$ cat config.mk
export PLATFORM = sky130hd
export DESIGN_NAME = byte_deframe_flat
export DESIGN_NICKNAME = d
export VERILOG_FILES = /design/src/rtl/byte_deframe_if.sv /design/src/rtl/byte_deframe.sv /design/src/flat_wrapper.sv
export SDC_FILE = /design/constraint.sdc
export NUM_CORES = 1
export LEC_CHECK = 0
export BUFFER_PORTS_ARGS = -buffer_cell sky130_fd_sc_hd__buf_2
export CORE_MARGIN = 10
export CORE_UTILIZATION = 27
export CTS_CLUSTER_SIZE = 12
export DETAILED_ROUTE_END_ITERATION = 8
export HOLD_SLACK_MARGIN = 0.02
export SYNTH_ARGS = -nofsm -noshare
export SYNTH_HDL_FRONTEND = slang
export SYNTH_SLANG_ARGS = --single-unit
$ cat constraint.sdc
create_clock -name clk -period 1.8 [get_ports clk]
set_input_delay 0.27 -clock clk [delete_from_list [all_inputs] [get_ports clk]]
set_output_delay 0.27 -clock clk [all_outputs]
set_load 0.01 [all_outputs]
$ cat src/rtl/byte_deframe_if.sv
// Symbol-in / packet-out bundle for byte_deframe.
// Optional PKT_LEN field present when BYTE_DEFRAME_LEN_EN is defined.
interface byte_deframe_if #(
  parameter int unsigned BITS = 8
);
  logic [BITS-1:0] d;
  logic            dk;
  logic [BITS-1:0] data_out;
  logic            valid;
  logic            sop;
  logic            eop;
  logic            err;
  logic            pkt_tlp;
`ifdef BYTE_DEFRAME_LEN_EN
  logic [15:0]     pkt_len;
`endif

  // Deframer side: consumes symbols, produces payload bytes
  modport master (
    input  d, dk,
    output data_out, valid, sop, eop, err, pkt_tlp
`ifdef BYTE_DEFRAME_LEN_EN
    , output pkt_len
`endif
  );

  // Stream side: drives symbols, observes payload bytes
  modport slave (
    output d, dk,
    input  data_out, valid, sop, eop, err, pkt_tlp
`ifdef BYTE_DEFRAME_LEN_EN
    , input pkt_len
`endif
  );
endinterface

$ cat src/rtl/byte_deframe.sv
// Recovers STP/SDP packets from a D/DK symbol stream: strips framing and ordered
// sets, emits payload bytes with SOP/EOP/ERR through a one-byte holding register.
// Optional feature macro: BYTE_DEFRAME_LEN_EN adds the PKT_LEN output.
module byte_deframe #(
  parameter int unsigned BITS    = 8,
  parameter int unsigned MAX_LEN = 1024
) (
  input logic          clk,
  input logic          rst,
  byte_deframe_if.master bus
);
  localparam int unsigned CW = $clog2(MAX_LEN + 1);

  localparam logic [7:0] K_STP = 8'hFB;
  localparam logic [7:0] K_SDP = 8'h5C;
  localparam logic [7:0] K_END = 8'hFD;
  localparam logic [7:0] K_COM = 8'hBC;
  localparam logic [7:0] K_SKP = 8'h1C;
  localparam logic [7:0] K_EDB = 8'hFE;

  typedef enum logic [1:0] {IDLE, IN_PKT, DRAIN} state_t;

  state_t          state;
  logic [BITS-1:0] hold;
  logic            hold_full;
  logic [CW-1:0]   count;
  logic            first;
  logic            cur_tlp;

  logic [7:0]      sym;
  logic            is_start_c;
  logic            term_c;
  logic            term_err_c;

  assign sym        = bus.d[7:0];
  assign is_start_c = bus.dk && ((sym == K_STP) || (sym == K_SDP));

  // Decide whether this symbol closes the current packet, and whether as an error
  always_comb begin
    term_c     = 1'b0;
    term_err_c = 1'b1;
    if (state == IN_PKT) begin
      if (!bus.dk) begin
        term_c = (count == CW'(MAX_LEN));
      end else begin
        term_c     = (sym != K_COM) && (sym != K_SKP);
        term_err_c = (sym != K_END);
      end
    end
  end

  // Framing FSM, holding register and registered output pulses
  always_ff @(posedge clk or posedge rst) begin
    if (rst) begin
      state        <= IDLE;
      hold         <= '0;
      hold_full    <= 1'b0;
      count        <= '0;
      first        <= 1'b0;
      cur_tlp      <= 1'b0;
      bus.data_out <= '0;
      bus.valid    <= 1'b0;
      bus.sop      <= 1'b0;
      bus.eop      <= 1'b0;
      bus.err      <= 1'b0;
      bus.pkt_tlp  <= 1'b0;
`ifdef BYTE_DEFRAME_LEN_EN
      bus.pkt_len  <= '0;
`endif
    end else begin
      bus.valid   <= 1'b0;
      bus.sop     <= 1'b0;
      bus.eop     <= 1'b0;
      bus.err     <= 1'b0;
      // Type output follows the live packet, but lags one edge on an abort-restart
      bus.pkt_tlp <= cur_tlp;

      if (term_c) begin
        if (hold_full) begin
          bus.valid    <= 1'b1;
          bus.data_out <= hold;
          bus.sop      <= first;
          bus.eop      <= 1'b1;
          bus.err      <= term_err_c;
`ifdef BYTE_DEFRAME_LEN_EN
          bus.pkt_len  <= 16'(count);
`endif
        end else begin
          bus.err <= 1'b1;
        end
        hold_full <= 1'b0;
      end

      case (state)
        IDLE, DRAIN: begin
          if (is_start_c) begin
            state       <= IN_PKT;
            cur_tlp     <= (sym == K_STP);
            bus.pkt_tlp <= (sym == K_STP);
            count       <= '0;
            first       <= 1'b1;
            hold_full   <= 1'b0;
          end else if ((state == DRAIN) && bus.dk &&
                       ((sym == K_END) || (sym == K_EDB))) begin
            state <= IDLE;
          end
        end
        IN_PKT: begin
          if (!bus.dk) begin
            if (term_c) begin
              state <= DRAIN;
            end else begin
              if (hold_full) begin
                bus.valid    <= 1'b1;
                bus.data_out <= hold;
                bus.sop      <= first;
                first        <= 1'b0;
              end
              hold      <= bus.d;
              hold_full <= 1'b1;
              count     <= count + CW'(1);
            end
          end else if (is_start_c) begin
            cur_tlp <= (sym == K_STP);
            count   <= '0;
            first   <= 1'b1;
          end else if (term_c) begin
            state <= IDLE;
          end
        end
        default: state <= IDLE;
      endcase
    end
  end
endmodule
$ cat src/flat_wrapper.sv
// flat-port wrapper written by rule: the top's interface ports become plain ports
module byte_deframe_flat 
#(
  parameter int unsigned BITS    = 8,
  parameter int unsigned MAX_LEN = 1024
)
  (clk, rst, bus_d, bus_dk, bus_data_out, bus_valid, bus_sop, bus_eop, bus_err, bus_pkt_tlp);
  byte_deframe_if #(.BITS(BITS)) bus_i ();
  input logic clk;
  input logic rst;
  input wire logic [$bits(bus_i.d)-1:0] bus_d;
  input wire logic [$bits(bus_i.dk)-1:0] bus_dk;
  output wire logic [$bits(bus_i.data_out)-1:0] bus_data_out;
  output wire logic [$bits(bus_i.valid)-1:0] bus_valid;
  output wire logic [$bits(bus_i.sop)-1:0] bus_sop;
  output wire logic [$bits(bus_i.eop)-1:0] bus_eop;
  output wire logic [$bits(bus_i.err)-1:0] bus_err;
  output wire logic [$bits(bus_i.pkt_tlp)-1:0] bus_pkt_tlp;
  assign bus_i.d = bus_d;
  assign bus_i.dk = bus_dk;
  assign bus_data_out = bus_i.data_out;
  assign bus_valid = bus_i.valid;
  assign bus_sop = bus_i.sop;
  assign bus_eop = bus_i.eop;
  assign bus_err = bus_i.err;
  assign bus_pkt_tlp = bus_i.pkt_tlp;
  byte_deframe #(.BITS(BITS), .MAX_LEN(MAX_LEN)) u_core (.clk(clk), .rst(rst), .bus(bus_i));
endmodule
==> results of run 1 <==
cells by family (layout without fill, tap and decap cells):
logic type      count (synthesis)  after routing  synth area share [%]
fa+ha+maj                       2              2                  1.39
buf+inv                        12             63                  3.20
mux                            18             18                  12.7
xor+xnor                        2              2                 0.973
simple gates                   50             50                  16.7
compound gates                 35             36                  13.6
flops                          37             37                  51.4
flip-flops by register name, indices dropped and copies added (netlist names):
signal / flops
u_core.bus.data_out: 8
u_core.bus.eop: 1
u_core.bus.err: 1
u_core.bus.pkt_tlp: 1
u_core.bus.sop: 1
u_core.bus.valid: 1
u_core.count: 11
u_core.cur_tlp: 1
u_core.first: 1
u_core.hold: 8
u_core.hold_full: 1
u_core.state: 2
stage by stage:
step / std cells / setup slack (ns) / setup TNS [ns] / instance area, um^2 / hold slack [ns]
after floorplan: 156 / 0.0399 / 0 / 1820 / 0.403
after global placement: 273 / -0.0364 / -0.185 / 2160 / 0.405
after detailed placement: 273 / -0.0312 / -0.375 / 2160 / 0.411
after CTS: 282 / -0.00756 / -0.0101 / 2260 / 0.0916
after global routing: 285 / 0.000260 / 0 / 2330 / 0.120
final: 285 / 0.0570 / 0 / 2330 / 0.0719
per-layer routing:
metal  up-vias  track usage (%)  part of all wire [%]
met4         0             2.64                  0.86
met1       680             11.1                    48
met5         -                0                     0
li1        682                -                     -
met2        21             11.8                    45
met3         4             3.27                   5.7
worst min-delay path: stages:
cell and delay (ns):
buf_2 0.09, inv_1 0.04, buf_4 0.40
final cells by class:
class / instances / area share [%]
clock inverters: 3 / 0.751
clock buffers: 5 / 2.95
inverters: 6 / 0.965
well taps: 77 / 4.13
multi-input cells: 108 / 37.5
flip-flops and latches: 37 / 39.7
repair buffers: 49 / 14.0
Yosys cell counts, types with 2 or more instances:
cell type / instances
o21ai_0: 5
nor2_1: 8
a21oi_1: 2
or3_1: 2
nor4_1: 3
o22ai_1: 2
and2_1: 3
nand3_1: 7
mux2_4: 7
nand2_1: 7
a31o_2: 2
nand4_1: 3
a31oi_1: 11
inv_1: 6
nor4bb_1: 2
clkbuf_1: 3
dfrtp_1: 37
mux2_2: 11
o21bai_1: 4
ha_1: 2
nor2b_1: 3
how the worst min path moves through the flow:
stage | cells after the start | endpoint | start | slack [ns]
floorplan | 2 | u_core.bus.err | bus_d[1] | 0.40
global placement | 3 | u_core.count[4] | rst | 0.41
detailed placement | 3 | u_core.count[4] | rst | 0.41
CTS | 3 | u_core.count[4] | rst | 0.09
global route | 3 | u_core.count[4] | rst | 0.12
finish | 3 | u_core.count[4] | rst | 0.07
power by group:
| part | internal, mW | switching [mW] | total [mW] |
|---|---|---|---|
| logic | 0.128 | 0.127 | 0.256 |
| registers | 0.879 | 0.0340 | 0.913 |
| clock network | 0.267 | 0.303 | 0.570 |
what timing repair did:
item / in CTS / in global routing
setup endpoints to repair: 11 / 18
gates resized for setup: 0 / 8
setup buffers: 1 / 2
gates cloned: 0 / 1
pin swaps: 3 / 6
==> flow_summary.json, run 1 <==
{
  "rsz0062_at_grt": "no",
  "ys.flop_type": "dfrtp_1",
  "drive_gt1_share_pct": 42.8,
  "nFillCells": 637,
  "num_io_pins": 24,
  "yosys_warnings": 0,
  "yosys.area.top_type": "dfrtp_1",
  "rr_endpoint": "u_core.hold[1]",
  "synth-async-reset-ratio_pct": 100,
  "cts.sinks": 37,
  "rr_startpoint": "u_core.count[0]",
  "layout.nets": 220,
  "layout_commonest_cell": "dfrtp_1",
  "critPathMaxStageDelay_ns": 0.37,
  "outcome": "finished clean",
  "layout_min_cycle_time_ns": 1.74,
  "crit_slowest_cell": "mux2_2",
  "clock_latency_ns": 0.29,
  "setup_violations": 0,
  "worst_pin_slew_ns": 0.463,
  "dr.pass1.iters": 4,
  "area_delta_synth_final_pct": 29.6,
  "finClkSkew_ns": 0.00840,
  "critPathCaptureType": "flop",
  "multiInputGateArea_um2": 876,
  "ys_ff_latch": 37,
  "seq_area_um2": 926,
  "endpoint": "u_core.hold[1]",
  "wl_um": 4310,
  "synth_edf_count": 0,
  "power.density_nw_per_um2": 745,
  "cts_buffer_depth": 2,
  "synth.area.top_cells": "dfrtp_1 51%, mux2_2 6.9%, mux2_4 5.8%, a31oi_1 3.8%, nand3_1 1.9%",
  "cap_violations": 0,
  "grt_max_degree": 38,
  "critPathBufInv": 3,
  "overflow": 0,
  "die_x_um": 102,
  "cts_tree": "yes",
  "synth_area_per_cell_um2": 11.5,
  "fmax_mhz": 574,
  "dr.first_iter.drc_count": 64,
  "cp.arrival_ns": 1.92,
  "crit_family": "multiplexers",
  "core-area_um2": 6420,
  "holdBufCountCts": 0,
  "antenna_cells": 0,
  "ff2ff_path_depth": 7,
  "rows": 29,
  "htree_levels": 2,
  "crit_required_ns": 1.98,
  "cp_max_fo": 6,
  "crit_cells": 7,
  "worst_ir_drop_vdd_mv": 0.244,
  "synth_cells": 156,
  "wire_per_inst_um": 15.1,
  "io_buffer_count": 23,
  "cp-start-kind": "flop",
  "cts_made_buffers": 5,
  "fin_crit_sh_pct": 96.8,
  "slew_headroom_pct": 69.1,
  "grt_antenna_before_repair": 0,
  "synth_fp_nets": 169,
  "die_h_um": 102,
  "rrSetupSlack_ns": 0.06,
  "via_per_inst": 4.87,
  "fin_util_pct": 36.3,
  "cp-startpoint": "u_core.count[0]",
  "cts-root-buf": "clkbuf_8",
  "antenna_left": 0,
  "leakagePower_nw": 1.08,
  "ys_seq_area_share_pct": 51.4,
  "hold_viol_final": 0,
  "grt_pass1_vias": 1412,
  "synthDistinctLibCells": 47,
  "grt_pass1_wl_um": 6880,
  "total_power_mw": 1.74,
  "hold_path.class": "in -> async",
  "synth_top_area_share_pct": 51.4,
  "slew_violations": 0,
  "initial_core_util_pct": 28.0,
  "drc_errors": 0,
  "clkTransAtPathRegs_ns": 0.08,
  "critPathKind": "reg -> reg",
  "die_area_um2": 10300,
  "gp_congestion": 0.808,
  "grt_usage_pct": 8.26,
  "synth_area_um2": 1800,
  "dp_hpwl_um": 2950,
  "worstPathCellList": "inv_2 > ha_1 > nor4bb_4 > buf_6 > buf_12 > a31oi_4 > mux2_2",
  "dr_total_vias": 1387,
  "final_cell_mix": "37 x dfrtp_1, 24 x buf_4, 23 x buf_2"
}
No activity file was read; power rests on OpenSTA's default activity.
==> run 2, diff against run 1 <==
CORE_UTILIZATION = 25   (was 27)
==> flow_summary.json, run 2 (synthesis results as in run 1) <==
{
  "pwr-share-comb_pct": 15.3,
  "wl_met2_um": 2030,
  "placed_cell_area_um2": 2190,
  "wl_um": 4360,
  "crit_top_cell": "buf_4",
  "crit_required_ns": 2.01,
  "fin_crit_sh_pct": 93.1,
  "hold_viol_final": 0,
  "finalSetupTns_ns": 0,
  "core-area_um2": 6910,
  "drive_gt1_share_pct": 44.1,
  "holdBufCountCts": 0,
  "cp_max_fo": 4,
  "layout_commonest_cell": "dfrtp_1",
  "dr.first_iter.drc_count": 72,
  "worst_pin_slew_ns": 0.474,
  "fin_ws_ns": 0.124,
  "grt_max_degree": 38,
  "antenna_cells": 0,
  "layout.nets": 223,
  "cts_buffer_depth": 2,
  "die_area_um2": 11000,
  "critPathMaxStageDelay_ns": 0.39,
  "cts-root-buf": "clkbuf_8",
  "io_buffer_count": 23,
  "grt_pass1_wl_um": 7360,
  "area_delta_synth_final_pct": 35.5,
  "finClkSkew_ns": 0.00796,
  "seqPwrFrac_pct": 47.4,
  "clock_latency_ns": 0.29,
  "rows": 30,
  "drt-met1-wl_um": 2060,
  "drc_errors": 0,
  "cts_made_buffers": 5,
  "slew_violations": 0,
  "cap_violations": 0,
  "ff2ff_path_depth": 8,
  "setup_violations": 0,
  "gp_congestion": 0.798,
  "htree_levels": 2,
  "dp_hpwl_um": 2960,
  "cts.sinks": 37,
  "reg_top3": "u_core.count: 11 flops, u_core.bus.data_out: 8 flops, u_core.hold: 8 flops",
  "rrSetupSlack_ns": 0.12,
  "fmax_mhz": 597,
  "worstPathCellList": "buf_4 > buf_4 > ha_1 > nor4bb_4 > buf_4 > and2_1 > o21bai_1 > a31oi_1",
  "clkTransAtPathRegs_ns": 0.07,
  "critPathCaptureType": "flop",
  "num_io_pins": 24,
  "fin_util_pct": 35.3,
  "leakagePower_nw": 1.10,
  "finalInstanceArea_um2": 2440,
  "layout_min_cycle_time_ns": 1.68,
  "hold_path.class": "in -> async",
  "p_clk_share_pct": 37.3,
  "switching_share_pct": 24.9,
  "grt_usage_pct": 8.04,
  "initial_core_util_pct": 26.1,
  "die_x_um": 105,
  "crit_slowest_cell": "dfrtp_1",
  "rr_endpoint": "u_core.count[6]",
  "critPathKind": "reg -> reg",
  "wl_met3_um": 185,
  "cts_tree": "yes",
  "regMostFlops": "u_core.count",
  "cp-start-kind": "flop",
  "rsz0062_at_grt": "no",
  "dr.pass1.iters": 4,
  "rr_startpoint": "u_core.count[0]",
  "p_int_mw": 1.45,
  "grt_pass1_vias": 1498,
  "slew_headroom_pct": 68.4,
  "overflow": 0,
  "final_cell_mix": "37 x dfrtp_1, 27 x buf_4, 23 x buf_2",
  "dr_total_vias": 1410,
  "worst_ir_drop_vdd_mv": 0.326,
  "die_h_um": 105,
  "antenna_left": 0,
  "wire_per_inst_um": 14.2,
  "p_sw_mw": 0.478,
  "pre_cts_slack_ns": -0.0471,
  "power.density_nw_per_um2": 788,
  "largest_reg_flops": 11,
  "top_layer": "met4",
  "via_per_inst": 4.59,
  "grt_antenna_before_repair": 0,
  "cp.arrival_ns": 1.89,
  "outcome": "finished clean"
}
-- run 2: power by group through the flow --
stage	Clock (mW)	Sequential, mW	Combinational (mW)
finish	0.718	0.911	0.294
global route	0.776	0.919	0.327
CTS	0.750	0.911	0.258
detailed placement	0	0.925	0.234
global placement	0	0.925	0.228
floorplan	0	0.925	0.117
-- run 2: worst max-delay path by stage --
stage | to | cells after the start | start
floorplan | u_core.hold[0] | 5 | bus_dk
global placement | u_core.bus.data_out[6] | 5 | bus_d[0]
detailed placement | u_core.hold[3] | 4 | bus_dk
CTS | u_core.hold[3] | 6 | u_core.count[0]
global route | u_core.count[3] | 7 | u_core.count[1]
finish | u_core.count[6] | 8 | u_core.count[0]
-- run 2: final cells by class --
cell class                 instances  area, um^2
clock inverter                     3        46.3
sequential                        37         926
tap                               96         120
multi-input combinational        108         907
clock buffer                       5        68.8
fill                             683        4470
timing repair buffer              52         349
inverter                           6        22.5
-- run 2: through the flow --
step	power [mW]	std cells	hold WS, ns
3_5_place_dp	1.16	292	0.406
5_1_grt	2.02	307	0.117
4_1_cts	1.92	303	0.0880
2_1_floorplan	1.04	156	0.403
6_report	1.92	307	0.0743
3_3_place_gp	1.15	292	0.411
-- run 2: timing repair --
item / in CTS / in global routing
pin swaps: 4 / 4
resized for setup: 5 / 8
setup endpoints to repair: 12 / 18
setup buffers: 3 / 3
cloned: 0 / 1
-- run 2: routing by layer --
layer | vias to the layer above | GRT usage, %
li1 | 698 | -
met1 | 690 | 9.62
met2 | 17 | 12.6
met3 | 5 | 2.76
met4 | 0 | 3.82
met5 | - | 0
-- run 2: worst max-delay path, delay by kind of cell (launching register included) --
family          cells  cell delay [ns]
buf+inv             3             0.40
flops               1             0.39
compound gates      2             0.30
simple gates        2             0.29
fa+ha+maj           1             0.22
==> run 3, diff against run 2 <==
ABC_AREA = 1   (was unset)
CTS_CLUSTER_DIAMETER = 200   (was unset)
==> flow_summary.json, run 3 <==
{
  "synth_common_cells": "80 x nand2_1, 37 x dfrtp_1, 25 x inv_1, 21 x nor2_1, 19 x nand3_1",
  "setup_violations": 0,
  "synth_simple_gate_area_share_pct": 36.5,
  "cts_setup_buffers": 0,
  "wl_um": 4130,
  "muxShareOfSynthArea_pct": 0,
  "clkTransAtPathRegs_ns": 0.07,
  "layout.nets": 281,
  "switching_share_pct": 26.4,
  "crit_slowest_cell": "dfrtp_1",
  "crit_family": "simple AND/OR/NAND/NOR gates",
  "yosys_warnings": 0,
  "ys_seq_area_share_pct": 48.0,
  "largest_reg_flops": 11,
  "grt_antenna_before_repair": 0,
  "critPathCaptureType": "flop",
  "yosys.area.top_type": "dfrtp_1",
  "worst_pin_slew_ns": 0.475,
  "rsz0062_at_grt": "no",
  "antenna_cells": 0,
  "rows": 31,
  "synth_fa_ha_area_share_pct": 1.30,
  "critPathMaxStageDelay_ns": 0.40,
  "ys_ff_latch": 37,
  "io_buffer_count": 23,
  "die_x_um": 108,
  "synth_edf_count": 0,
  "antenna_left": 0,
  "synth_area_per_cell_um2": 8.17,
  "rrSetupSlack_ns": 0.17,
  "p_int_mw": 1.20,
  "dr.first_iter.drc_count": 111,
  "slew_violations": 0,
  "dr_total_vias": 1545,
  "pwr-share-comb_pct": 9.6,
  "nFillCells": 791,
  "area_delta_synth_final_pct": 17.3,
  "worst_ir_drop_vdd_mv": 0.290,
  "dp_cells": 360,
  "wire_per_inst_um": 11.2,
  "grt_max_degree": 38,
  "cts_tree": "yes",
  "fin_crit_sh_pct": 90.6,
  "cts_resized": 0,
  "synth_area_um2": 1930,
  "layout_min_cycle_time_ns": 1.63,
  "dp_hpwl_um": 3110,
  "cp_max_fo": 13,
  "dr.pass1.iters": 4,
  "overflow": 0,
  "cp-startpoint": "u_core.count[0]",
  "synthMostInstantiatedCell": "nand2_1",
  "synth_fp_nets": 249,
  "drive_gt1_share_pct": 23.0,
  "power.density_nw_per_um2": 721,
  "layout_commonest_cell": "nand2_1",
  "worstPathCellList": "inv_1 > ha_1 > nand2_1 > inv_1 > nand2_1 > o21bai_4 > nand2_4 > nand2_4 > inv_1 > nand2_1 > o21ai_1",
  "clock_latency_ns": 0.29,
  "cts_made_buffers": 5,
  "gp_congestion": 0.840,
  "grt_pass1_wl_um": 7320,
  "die_area_um2": 11600,
  "ys.flop_type": "dfrtp_1",
  "drc_errors": 0,
  "seq_area_um2": 926,
  "initial_core_util_pct": 26.2,
  "hold_path.class": "in -> async",
  "grt_usage_pct": 7.75,
  "slew_headroom_pct": 68.3,
  "final_cell_mix": "80 x nand2_1, 37 x dfrtp_1, 25 x inv_1",
  "critPathBufInv": 3,
  "cp-start-kind": "flop",
  "outcome": "finished clean",
  "cts.sinks": 37,
  "crit_required_ns": 1.98,
  "synthDistinctLibCells": 28,
  "synth-async-reset-ratio_pct": 100,
  "synth_top_family_by_area": "simple AND/OR/NAND/NOR gates",
  "multiInputGateArea_um2": 868,
  "core-area_um2": 7370,
  "leakagePower_nw": 1.26,
  "cp.arrival_ns": 1.81,
  "cts-root-buf": "clkbuf_8",
  "synth_xor_area_share_pct": 0,
  "p_sw_mw": 0.430,
  "cap_violations": 0,
  "fmax_mhz": 614,
  "grt_pass1_vias": 1536,
  "cts_buffer_depth": 2,
  "reg_top3": "u_core.count: 11 flops, u_core.bus.data_out: 8 flops, u_core.hold: 8 flops",
  "finalSetupTns_ns": 0,
  "p_clk_share_pct": 34.9,
  "htree_levels": 2,
  "synth.area.top_cells": "dfrtp_1 48%, nand2_1 16%, nand3_1 4.9%, inv_1 4.9%, nor2_1 4.1%",
  "finClkSkew_ns": 0.00949,
  "via_per_inst": 4.20,
  "synth_top_area_share_pct": 48.0,
  "rr_startpoint": "u_core.count[0]",
  "synth-compound-area-share_pct": 7.27,
  "hold_viol_final": 0,
  "seqPwrFrac_pct": 55.5,
  "die_h_um": 108,
  "final_cells": 368,
  "synth_cells": 236,
  "regMostFlops": "u_core.count",
  "holdBufCountCts": 0,
  "num_io_pins": 24,
  "critPathKind": "reg -> reg"
}
-- run 3: cell count changes after synthesis, moves of 5 or more --
cell | previous run | this run
a31oi_1 | 11 | 0
inv_1 | 6 | 25
mux2_2 | 11 | 0
mux2_4 | 7 | 0
nand2_1 | 7 | 80
nand3_1 | 7 | 19
nor2_1 | 8 | 21
o21ai_1 | 0 | 6
o21ai_2 | 0 | 5
-- run 3: tightest hold or removal path, delay by kind of cell --
family	cells	cell delay, ns
buffers and inverters	3	0.53
-- run 3: path summary, 6_finish.rpt --
| kind | end | cells after the start |
|---|---|---|
| worst max-delay path | u_core.count[1] | 11 |
| worst min-delay path | u_core.bus.valid | 3 |
| worst max register to register | u_core.count[1] | 11 |
| worst min register to register | u_core.bus.data_out[0] | 2 |
| max in group asynchronous | u_core.count[8] | 3 |
| min in group clk | u_core.hold[3] | 3 |
-- run 3: kinds of logic after synthesis --
kind of cell    Yosys count
simple gates            146
flops                    37
buf+inv                  32
compound gates           19
fa+ha+maj                 2
-- run 3: power by group through the flow --
| stage | sequential [mW] | combinational (mW) | clock [mW] |
|---|---|---|---|
| 2_1_floorplan | 0.915 | 0.112 | 0 |
| 3_3_place_gp | 0.920 | 0.158 | 0 |
| 3_5_place_dp | 0.921 | 0.159 | 0 |
| 4_1_cts | 0.904 | 0.160 | 0.589 |
| 5_1_grt | 0.911 | 0.180 | 0.629 |
| 6_report | 0.904 | 0.156 | 0.569 |
-- run 3: metrics by stage --
step	power (mW)	instance area (um^2)	util, %	setup slack, ns	hold slack [ns]
CTS	1.65	2260	30.7	0.156	0.0994
finish	1.63	2260	30.7	0.170	0.0769
detailed placement	1.08	2180	29.6	0.172	0.418
global route	1.72	2260	30.7	0.0121	0.133
floorplan	1.03	1930	-	0.389	0.380
global placement	1.08	2180	29.6	0.219	0.406
-- run 3: layer usage --
metal / global-route usage [%] / vias up / routed length, um
met2: 11.6 / 27 / 1890
met5: 0 / - / 0
met1: 9.92 / 706 / 1960
met4: 3.05 / 0 / 63
met3: 2.69 / 5 / 216
li1: - / 807 / -
-- run 3: layout make-up --
type                       instances  share of cell area (%)
timing repair buffer              27                    6.42
clock buffer                       6                    3.21
inverter                          30                    5.09
multi-input combinational        167                    38.4
tap                               99                    5.48
sequential                        37                    41.0
clock inverter                     2                   0.443
